<file path="config.mk">
export PLATFORM = sky130hd
export DESIGN_NAME = parallel_bus_controller
export DESIGN_NICKNAME = d
export VERILOG_FILES = /design/src/rtl/parallel_bus_pkg.sv /design/src/rtl/sync_fifo.sv /design/src/rtl/parallel_bus_controller.sv
export SDC_FILE = /design/constraint.sdc
export NUM_CORES = 1
export LEC_CHECK = 0
export ABC_AREA = 1
export CORE_MARGIN = 1.5
export CORE_UTILIZATION = 60
export CTS_CLUSTER_SIZE = 40
export DETAILED_ROUTE_END_ITERATION = 8
export PLACE_DENSITY = 0.86
export SETUP_SLACK_MARGIN = 0.3
export SYNTH_ARGS = -nofsm -noshare
export SYNTH_HDL_FRONTEND = slang
export SYNTH_SLANG_ARGS = --single-unit
</file>
<file path="constraint.sdc">
create_clock -name clock -period 3.7 [get_ports clock]
set_input_delay 0.74 -clock clock [delete_from_list [all_inputs] [get_ports clock]]
set_output_delay 0.74 -clock clock [all_outputs]
set_load 0.01 [all_outputs]
</file>
<file path="src/rtl/parallel_bus_pkg.sv">
// parallel_bus_pkg: shared types and constants for the host parallel link
package parallel_bus_pkg;
    localparam int BYTE_W       = 8;
    localparam int ERR_OVERRUN  = 0;
    localparam int ERR_UNDERRUN = 1;
    localparam int ERR_PROTO    = 2;
    typedef enum logic [1:0] {RX_IDLE, TURN_TX, TX_IDLE, TURN_RX} state_t;
endpackage

</file>
<file path="src/rtl/sync_fifo.sv">
// sync_fifo: single-clock FIFO whose registered head shows the oldest entry, or zero when empty
module sync_fifo #(
    parameter int WIDTH = 8,
    parameter int DEPTH = 16
) (
    input  logic                     clock,
    input  logic                     reset,
    input  logic                     push,
    input  logic [WIDTH-1:0]         din,
    input  logic                     pop,
    output logic                     full,
    output logic                     empty,
    output logic [$clog2(DEPTH):0]   count,
    output logic [WIDTH-1:0]         head
);
    localparam int AW = $clog2(DEPTH);
    logic [WIDTH-1:0] mem [DEPTH];
    logic [AW-1:0] wr_ptr, rd_ptr;
    logic do_push, do_pop;
    logic [AW:0] left;
    always_comb begin
        full    = count == (AW+1)'(DEPTH);
        empty   = count == '0;
        do_push = push && !full;
        do_pop  = pop && !empty;
        left    = count - (AW+1)'(do_pop);
    end
    always_ff @(posedge clock)
        if (do_push)
            mem[wr_ptr] <= din;
    // head is precomputed for after this edge so consumers see a pop on the very next cycle
    always_ff @(posedge clock) begin
        if (reset) begin
            wr_ptr <= '0;
            rd_ptr <= '0;
            count  <= '0;
            head   <= '0;
        end else begin
            wr_ptr <= wr_ptr + AW'(do_push);
            rd_ptr <= rd_ptr + AW'(do_pop);
            count  <= count + (AW+1)'(do_push) - (AW+1)'(do_pop);
            head   <= left == '0 ? (do_push ? din : '0) : mem[rd_ptr + AW'(do_pop)];
        end
    end
endmodule

</file>
<file path="src/rtl/parallel_bus_controller.sv">
// parallel_bus_controller: host parallel-link sequencer with bus turnaround and per-direction FIFOs
module parallel_bus_controller
    import parallel_bus_pkg::*;
#(
    parameter int FIFO_DEPTH  = 16,
    parameter int SYNC_STAGES = 2,
    parameter int TURNAROUND  = 2
) (
    input  logic              clock,
    input  logic              reset,
    input  logic              host_cs,
    input  logic              host_strobe,
    output logic              host_ready,
    output logic              bus_dir,
    input  logic [BYTE_W-1:0] bus_rx_data,
    output logic [BYTE_W-1:0] bus_tx_data,
    output logic              rx_valid,
    output logic [BYTE_W-1:0] rx_data,
    input  logic              rx_ready,
    input  logic              tx_valid,
    input  logic [BYTE_W-1:0] tx_data,
    output logic              tx_ready,
    output logic [2:0]        err,
    input  logic              err_clear
);
    localparam int AW = $clog2(FIFO_DEPTH);
    localparam int TW = $clog2(TURNAROUND + 1);
    state_t state, state_nxt;
    logic [TW-1:0] turn_cnt;
    logic [SYNC_STAGES-1:0] cs_sync, stb_sync;
    logic cs_s, stb_prev, stb, in_turn, turn_done;
    logic rx_push, tx_pop, rx_full, rx_empty, tx_full, tx_empty;
    logic [AW:0] rx_count, tx_count;
    logic [2:0] err_new;

    assign cs_s = cs_sync[SYNC_STAGES-1];

    // cs resets to "host writes" so the link comes up receiving
    always_ff @(posedge clock) begin
        if (reset) begin
            cs_sync  <= '1;
            stb_sync <= '0;
            stb_prev <= 1'b0;
            stb      <= 1'b0;
        end else begin
            cs_sync  <= {cs_sync[SYNC_STAGES-2:0], host_cs};
            stb_sync <= {stb_sync[SYNC_STAGES-2:0], host_strobe};
            stb_prev <= stb_sync[SYNC_STAGES-1];
            stb      <= stb_sync[SYNC_STAGES-1] && !stb_prev;
        end
    end

    always_ff @(posedge clock) begin
        if (reset) begin
            state    <= RX_IDLE;
            turn_cnt <= '0;
        end else begin
            state    <= state_nxt;
            turn_cnt <= (in_turn && !turn_done) ? turn_cnt + TW'(1) : '0;
        end
    end

    always_comb begin
        in_turn   = state == TURN_TX || state == TURN_RX;
        turn_done = turn_cnt == TW'(TURNAROUND - 1);
        state_nxt = state;
        case (state)
            RX_IDLE: state_nxt = cs_s ? RX_IDLE : TURN_TX;
            TURN_TX: state_nxt = turn_done ? TX_IDLE : TURN_TX;
            TX_IDLE: state_nxt = cs_s ? TURN_RX : TX_IDLE;
            default: state_nxt = turn_done ? RX_IDLE : TURN_RX;
        endcase
    end

    // a direction change in TX_IDLE swallows a coincident strobe
    always_comb begin
        bus_dir    = state != TX_IDLE;
        host_ready = state == RX_IDLE ? !rx_full : state == TX_IDLE ? !tx_empty : 1'b0;
        rx_push    = stb && state == RX_IDLE;
        tx_pop     = stb && state == TX_IDLE && !cs_s;
        rx_valid   = !rx_empty;
        tx_ready   = !tx_full;
        err_new    = '0;
        err_new[ERR_OVERRUN]  = rx_push && rx_count == (AW+1)'(FIFO_DEPTH);
        err_new[ERR_UNDERRUN] = tx_pop && tx_count == '0;
        err_new[ERR_PROTO]    = stb && in_turn;
    end

    always_ff @(posedge clock) begin
        if (reset)
            err <= '0;
        else
            err <= (err_clear ? 3'b000 : err) | err_new;
    end

    sync_fifo #(.WIDTH(BYTE_W), .DEPTH(FIFO_DEPTH)) u_rx (
        .clock (clock),
        .reset (reset),
        .push  (rx_push),
        .din   (bus_rx_data),
        .pop   (rx_ready),
        .full  (rx_full),
        .empty (rx_empty),
        .count (rx_count),
        .head  (rx_data)
    );

    sync_fifo #(.WIDTH(BYTE_W), .DEPTH(FIFO_DEPTH)) u_tx (
        .clock (clock),
        .reset (reset),
        .push  (tx_valid),
        .din   (tx_data),
        .pop   (tx_pop),
        .full  (tx_full),
        .empty (tx_empty),
        .count (tx_count),
        .head  (bus_tx_data)
    );
endmodule

</file>
## Word level (Yosys, flattened, before mapping)

Memory sizes are Yosys's and may differ from the RTL's.
Cells that the tools add are included.

| word-level totals | value |
|---|---|
| register bits after elaboration | 55 |
| bits in writable memories | 256 |
| logic and storage cells | 79 |
| memories | 2 |

| operators by class | value |
|---|---|
| add/subtract/negate cells | 11 |
| eq/ne operators | 7 |
| muxes and demuxes | 16 |
| bitwise operators | 2 |
| reductions and logical operators | 26 |

Memories:

| name | depth | bits a word | read ports | clocked after Yosys merged registers in | write ports | RTL line | source |
|---|---|---|---|---|---|---|---|
| u_rx.mem | 16 | 8 | 1 | 0 | 1 | sync_fifo.sv:17 | `logic [WIDTH-1:0] mem [DEPTH];` |
| u_tx.mem | 16 | 8 | 1 | 0 | 1 | sync_fifo.sv:17 |  |

Operator list:

| operator | count |
|---|---|
| $mux 8 | 4 |
| $logic_not 5->1 | 4 |
| $sub 5x1->5 | 4 |
| $add 4x1->4 | 4 |
| $logic_and 1x1->1 | 12 |
| $add 5x1->5 | 2 |
| $eq 5x5->1 const B | 2 |
| $mux 1 | 8 |
| $logic_not 1->1 | 7 |
| $pmux 2 s3 | 1 |
| $eq 2x1->1 const B | 2 |
| $eq 2x2->1 const B | 2 |
| $mux 2 | 2 |
| $mux 3 | 1 |
| $or 3x3->3 | 1 |
| $add 2x1->2 const B | 1 |
| $logic_not 2->1 | 1 |
| $ne 2x2->1 const B | 1 |
| $reduce_or 2->1 | 1 |
| $logic_or 1x1->1 | 1 |
| $not 1->1 | 1 |

## Depth between registers and ports, before layout

| depth | value |
|---|---|
| depth after elaboration | 7 |
| gate-level depth with buffers | 17 |
| mapped depth without buffers | 16 |

## By module

Synthesis repeated with hierarchy kept, for this count alone.

| unflattened totals | value |
|---|---|
| cell total of the unflattened synthesis | 1386 |
| area total of the unflattened synthesis | 14149.8 um2 |

Modules (own cells, without submodules):

| module | instances | cells an instance | area an instance (um2) | sequential area each (um2) |
|---|---|---|---|---|
| sync_fifo at u_rx | 1 | 658 | 6821.5 | 4264.1 |
| sync_fifo at u_tx | 1 | 657 | 6814.0 | 4264.1 |
| parallel_bus_controller | 1 | 71 | 514.2 | 260.2 |

## Worst setup path before layout

Ideal clock, no wire load.

| timing path | value |
|---|---|
| kind | reg-to-reg |
| start point | register u_tx.count[2] |
| end point | register u_tx.head[5] |
| arrival time | 2655 ps |
| data required time | 3630 ps |
| path slack | 975 ps |
| cell stages (with the launch flop) | 17 |
| period minus slack after synthesis | 2725 ps |
| path through | dfxtp_1 inv_1 ha_1 nand3_1 nand3_4 buf_6 buf_2 inv_1 ha_1 xnor2_1 inv_1 clkbuf_1 nand3_1 nand2_1 nand2_1 nand3_1 a21oi_1 |

| between the ends | value |
|---|---|
| cells in the longest elaborated chain, start to end | 6 |
| elaborated cells on any way between the ends | 12 |
| classes of those cells | add/sub (2); eq/ne (1); mux (2); reduce/logical (6); memory (1) |

Ends and longest elaborated chain:

| element | RTL line | source |
|---|---|---|
| start: declaration | sync_fifo.sv:13 | `output logic [$clog2(DEPTH):0] count,` |
| start signal: assignment | sync_fifo.sv:41 | `count <= count + (AW+1)'(do_push) - (AW+1)'(do_pop);` |
| $logic_not 5->1 | sync_fifo.sv:23 | `empty = count == '0;` |
| $logic_not 1->1 | sync_fifo.sv:25 | `do_pop = pop && !empty;` |
| $logic_and 1x1->1 | sync_fifo.sv:25 |  |
| $add 4x1->4 or $sub 5x1->5 (tied branches) | sync_fifo.sv:42, sync_fifo.sv:26 |  |
| $mem_v2 16x8 or $logic_not 5->1 (tied branches) | - |  |
| $mux 8 (*) | sync_fifo.sv:42 | `head <= left == '0 ? (do_push ? din : '0) : mem[rd_ptr + AW'(do_pop)];` |
| end signal: assignment | sync_fifo.sv:42 |  |
| end: declaration | sync_fifo.sv:14 | `output logic [WIDTH-1:0] head` |

Mark *: on every way between the ends. The rest lies on a longest branch, timed or not.
A chain may end at the register's enable or synchronous reset.

## Final worst setup path

| timing path | value |
|---|---|
| start point | register u_rx.count[2] |
| end point | register u_rx.head[0] |

| between the ends | value |
|---|---|
| cells in the longest elaborated chain, start to end | 6 |
| elaborated cells on any way between the ends | 12 |
| classes of those cells | add/sub (2); eq/ne (1); mux (2); reduce/logical (6); memory (1) |

Ends and longest elaborated chain:

| element | RTL line |
|---|---|
| start: declaration | sync_fifo.sv:13 |
| start signal: assignment | sync_fifo.sv:41 |
| $logic_not 5->1 | sync_fifo.sv:23 |
| $logic_not 1->1 | sync_fifo.sv:25 |
| $logic_and 1x1->1 | sync_fifo.sv:25 |
| $add 4x1->4 or $sub 5x1->5 (tied branches) | sync_fifo.sv:42, sync_fifo.sv:26 |
| $mem_v2 16x8 or $logic_not 5->1 (tied branches) | - |
| $mux 8 (*) | sync_fifo.sv:42 |
| end signal: assignment | sync_fifo.sv:42 |
| end: declaration | sync_fifo.sv:14 |

Marked as above.

==> summary.txt <==
area grow syn2layout - 14.0%
Syn Inst Count - 1201
register area - 0.00879 mm²
max-cap violations - 0
top cell type's share of synthesized area - 57.8%
first-pass GRT wire length - 49300 µm
ys flop type - edfxtp_1
Clk pwr share - 34.3%
Sw Ratio - 30.1%
antenna viol nets, final - 0
synth top area cells - edfxtp_1, dfxtp_1, nand3_1
CP arrival - 3.61 ns
Synth Register Bits - 311
r2r startpoint - u_rx.count[2]$_SDFF_PP0_
Async S/R FF share, synth - 0%
DR iter-0 viols - 1202
P per Cell Area - 642 mW/mm²
number of global-route vias before repair - 9233
sequential share of power - 41.8%
fraction of layout cells with a size suffix above 1 - 7.69%
RSZ-0062 raised after global routing - false
P_sw - 2.93 mW
DP HPWL - 18900 µm
post-placement cell count - 1497
nets@finish - 1302
Rel. slew slack - 28.1%
ANT cells - 0
post-synth top area cell - edfxtp_1
final hold vios - 0
register-to-register setup slack - 0.57 ns
I/O pin count - 46
most common library cells after synthesis - edfxtp_1, nand2_1, nand3_1
initial antenna violation count - 0
initial core utilization - 61.1%
Die Ht - 152 µm
CP Launch Type - flop
clk_skew - 0.0125 ns
Logic pwr share - 24.0%
Die W - 152 µm
total congestion overflow - 0
DR vias - 9365
Static Leak - 5.76 nW
largest net degree at the start of global routing - 65
CP Class - reg2reg
Placer Congestion - 0.881
Final min period - 3.13 ns
synth warn - 0
Final Cycle Share - 84.5%
Synth cell types - 36
Critical Path End - u_rx.head[0]$_SDFF_PP0_
Max clock buf depth - 3
R2R depth - 14
Cell Int Power - 6.80 mW
Routed WL - 31200 µm
final routed DRC violation total - 0
status - finished clean
CTS Buf Count - 30
core area - 0.0218 mm²
GR Util All Layers - 26.9%
Finished Layout Cells - 1554
Fmax - 0.320 GHz
H-Tree Depth - 1
DRT Pass-1 Iters - 6
Hold Path Class - reg2reg
CTS tree - done
Hold Buf Count CTS - 0
Max Slew Vio Count - 0
Total Power - 9.73 mW
Clock transition at path regs - 0.06 ns
Mapped Area - 0.0133 mm²
cell row count - 54
wire per inst - 20.1 µm
Multi-input gate area - 0.00369 mm²
worst r2r dst - u_rx.head[0]$_SDFF_PP0_
EDFF count, synth - 256
Via density - 6.03
crit path max fanout - 15
clock root cell - clkbuf_16
WP data required - 4.18 ns
most frequent cell after synthesis - edfxtp_1
port buffer count - 45
Layout fillers - 1453
crit path launch - u_rx.count[2]$_SDFF_PP0_
Post-Route Setup TNS - 0 ns
synthesized area per cell - 11.1 µm²
post-synth net total - 1253
Crit. End Element - flop
worst-skew pair later-pin latency - 0.55 ns
VDD IR-drop max - 0.000514 V
CTS Sinks - 311
Slew @ Worst Pin - 1.07 ns
sequential-to-total area share from yosys stat - 66.1%
worst hold slack - 0.383 ns
die area - 0.0231 mm²
final setup fails - 0
-- kinds of logic (layout without fill, tap and decap cells) --
kind of cell / count (synthesis) / in the layout / synth area share (%)
XOR/XNOR: 9 / 9 / 0.649
flip-flops: 311 / 311 / 66.1
AO/OA/AOI/OAI: 165 / 165 / 7.16
buffers and inverters: 196 / 269 / 6.17
adder cells (fa/ha/maj): 29 / 29 / 2.84
AND/OR/NAND/NOR: 491 / 491 / 17.1
-- timing repair --
item | 4_1_cts | 5_1_grt
gates resized for setup | 0 | 3
setup endpoints to repair | 0 | 1
buffers inserted | 0 | 0
-- how the worst min path moves through the flow --
| stage | startpoint | endpoint | slack, ns | cells past startpoint |
|---|---|---|---|---|
| after floorplan | stb_prev$_SDFF_PP0_ | stb$_SDFF_PP0_ | 0.37 | 1 |
| after global placement | stb_prev$_SDFF_PP0_ | stb$_SDFF_PP0_ | 0.38 | 1 |
| after detailed placement | stb_prev$_SDFF_PP0_ | stb$_SDFF_PP0_ | 0.39 | 1 |
| after CTS | stb_prev$_SDFF_PP0_ | stb$_SDFF_PP0_ | 0.39 | 1 |
| after global routing | stb_prev$_SDFF_PP0_ | stb$_SDFF_PP0_ | 0.40 | 1 |
| final | stb_prev$_SDFF_PP0_ | stb$_SDFF_PP0_ | 0.38 | 1 |
-- power groups by stage --
| stage | registers (mW) | clock network [mW] | logic [mW] |
|---|---|---|---|
| floorplan | 4.13 | 0 | 1.46 |
| global placement | 4.12 | 0 | 2.14 |
| detailed placement | 4.13 | 0 | 2.23 |
| CTS | 4.06 | 3.36 | 2.29 |
| global route | 4.08 | 3.50 | 2.55 |
| finish | 4.06 | 3.33 | 2.33 |
-- routing by layer --
layer  up-vias  GRT usage (%)  part of all wire, %
met5         -              0                    0
met4         0           9.80                  3.5
met3       103           3.96                  9.3
met2       574           45.8                   50
met1      4439           35.5                   37
li1       4249              -                    -
-- stage by stage --
step           setup slack [ns]  util, %  area, µm²
5_1_grt                   0.417     69.7      15200
3_3_place_gp              0.542     64.5      14000
6_report                  0.573     69.7      15200
2_1_floorplan             0.975        -      13300
3_5_place_dp              0.270     64.5      14000
4_1_cts                   0.482     69.6      15100
-- cell type report --
type | instances | area share, %
timing repair inverter | 1 | 0.0495
clock buffer | 44 | 5.97
clock inverter | 12 | 1.29
sequential | 311 | 58.0
inverter | 136 | 3.39
multi-input combinational | 694 | 24.4
timing repair buffer | 76 | 4.64
tap | 280 | 2.31
-- state kept, by name (all words and copies together), names as in the netlist, 4 cells and up --
register	flops
u_rx.head	8
u_rx.mem	128
u_tx.count	5
u_rx.count	5
u_rx.wr_ptr	4
u_rx.rd_ptr	4
u_tx.mem	128
u_tx.rd_ptr	4
u_tx.head	8
u_tx.wr_ptr	4
-- layout by cell type (no fill, tap or decap), types with 2 or more instances in the layout --
cell,instances
edfxtp_1,256
nand2_1,149
nand3_1,141
nor2_1,139
inv_1,131
o21ai_0,80
dfxtp_1,55
nand3b_1,48
clkdlybuf4s50_1,44
a21oi_1,33
clkbuf_16,31
buf_4,29
ha_1,27
o22ai_1,17
o221ai_1,16
o211ai_1,14
clkbuf_8,8
clkbuf_1,5
bufinv_16,5
xnor2_1,4
inv_2,3
xor2_1,3
nor3_1,3
nand2_2,3
clkinv_2,3
clkinv_4,3
xnor2_2,2
clkinvlp_4,2
clkinv_1,2
or2_2,2
a22oi_1,2
o21bai_1,2
fa_1,2
buf_12,2
-- critical path: stages (launching register included) --
cell and delay (ns):
dfxtp_1 0.33, inv_1 0.17, ha_1 0.25, nand4_1 0.16, nand2_1 0.10, inv_1 0.08
ha_1 0.23, ha_1 0.22, xnor2_2 0.43, clkinvlp_4 0.45, o221ai_1 0.21, o211ai_1 0.15
nand2_1 0.09, nand2_1 0.05, a21oi_1 0.15
No activity file was read; power rests on OpenSTA's default activity.
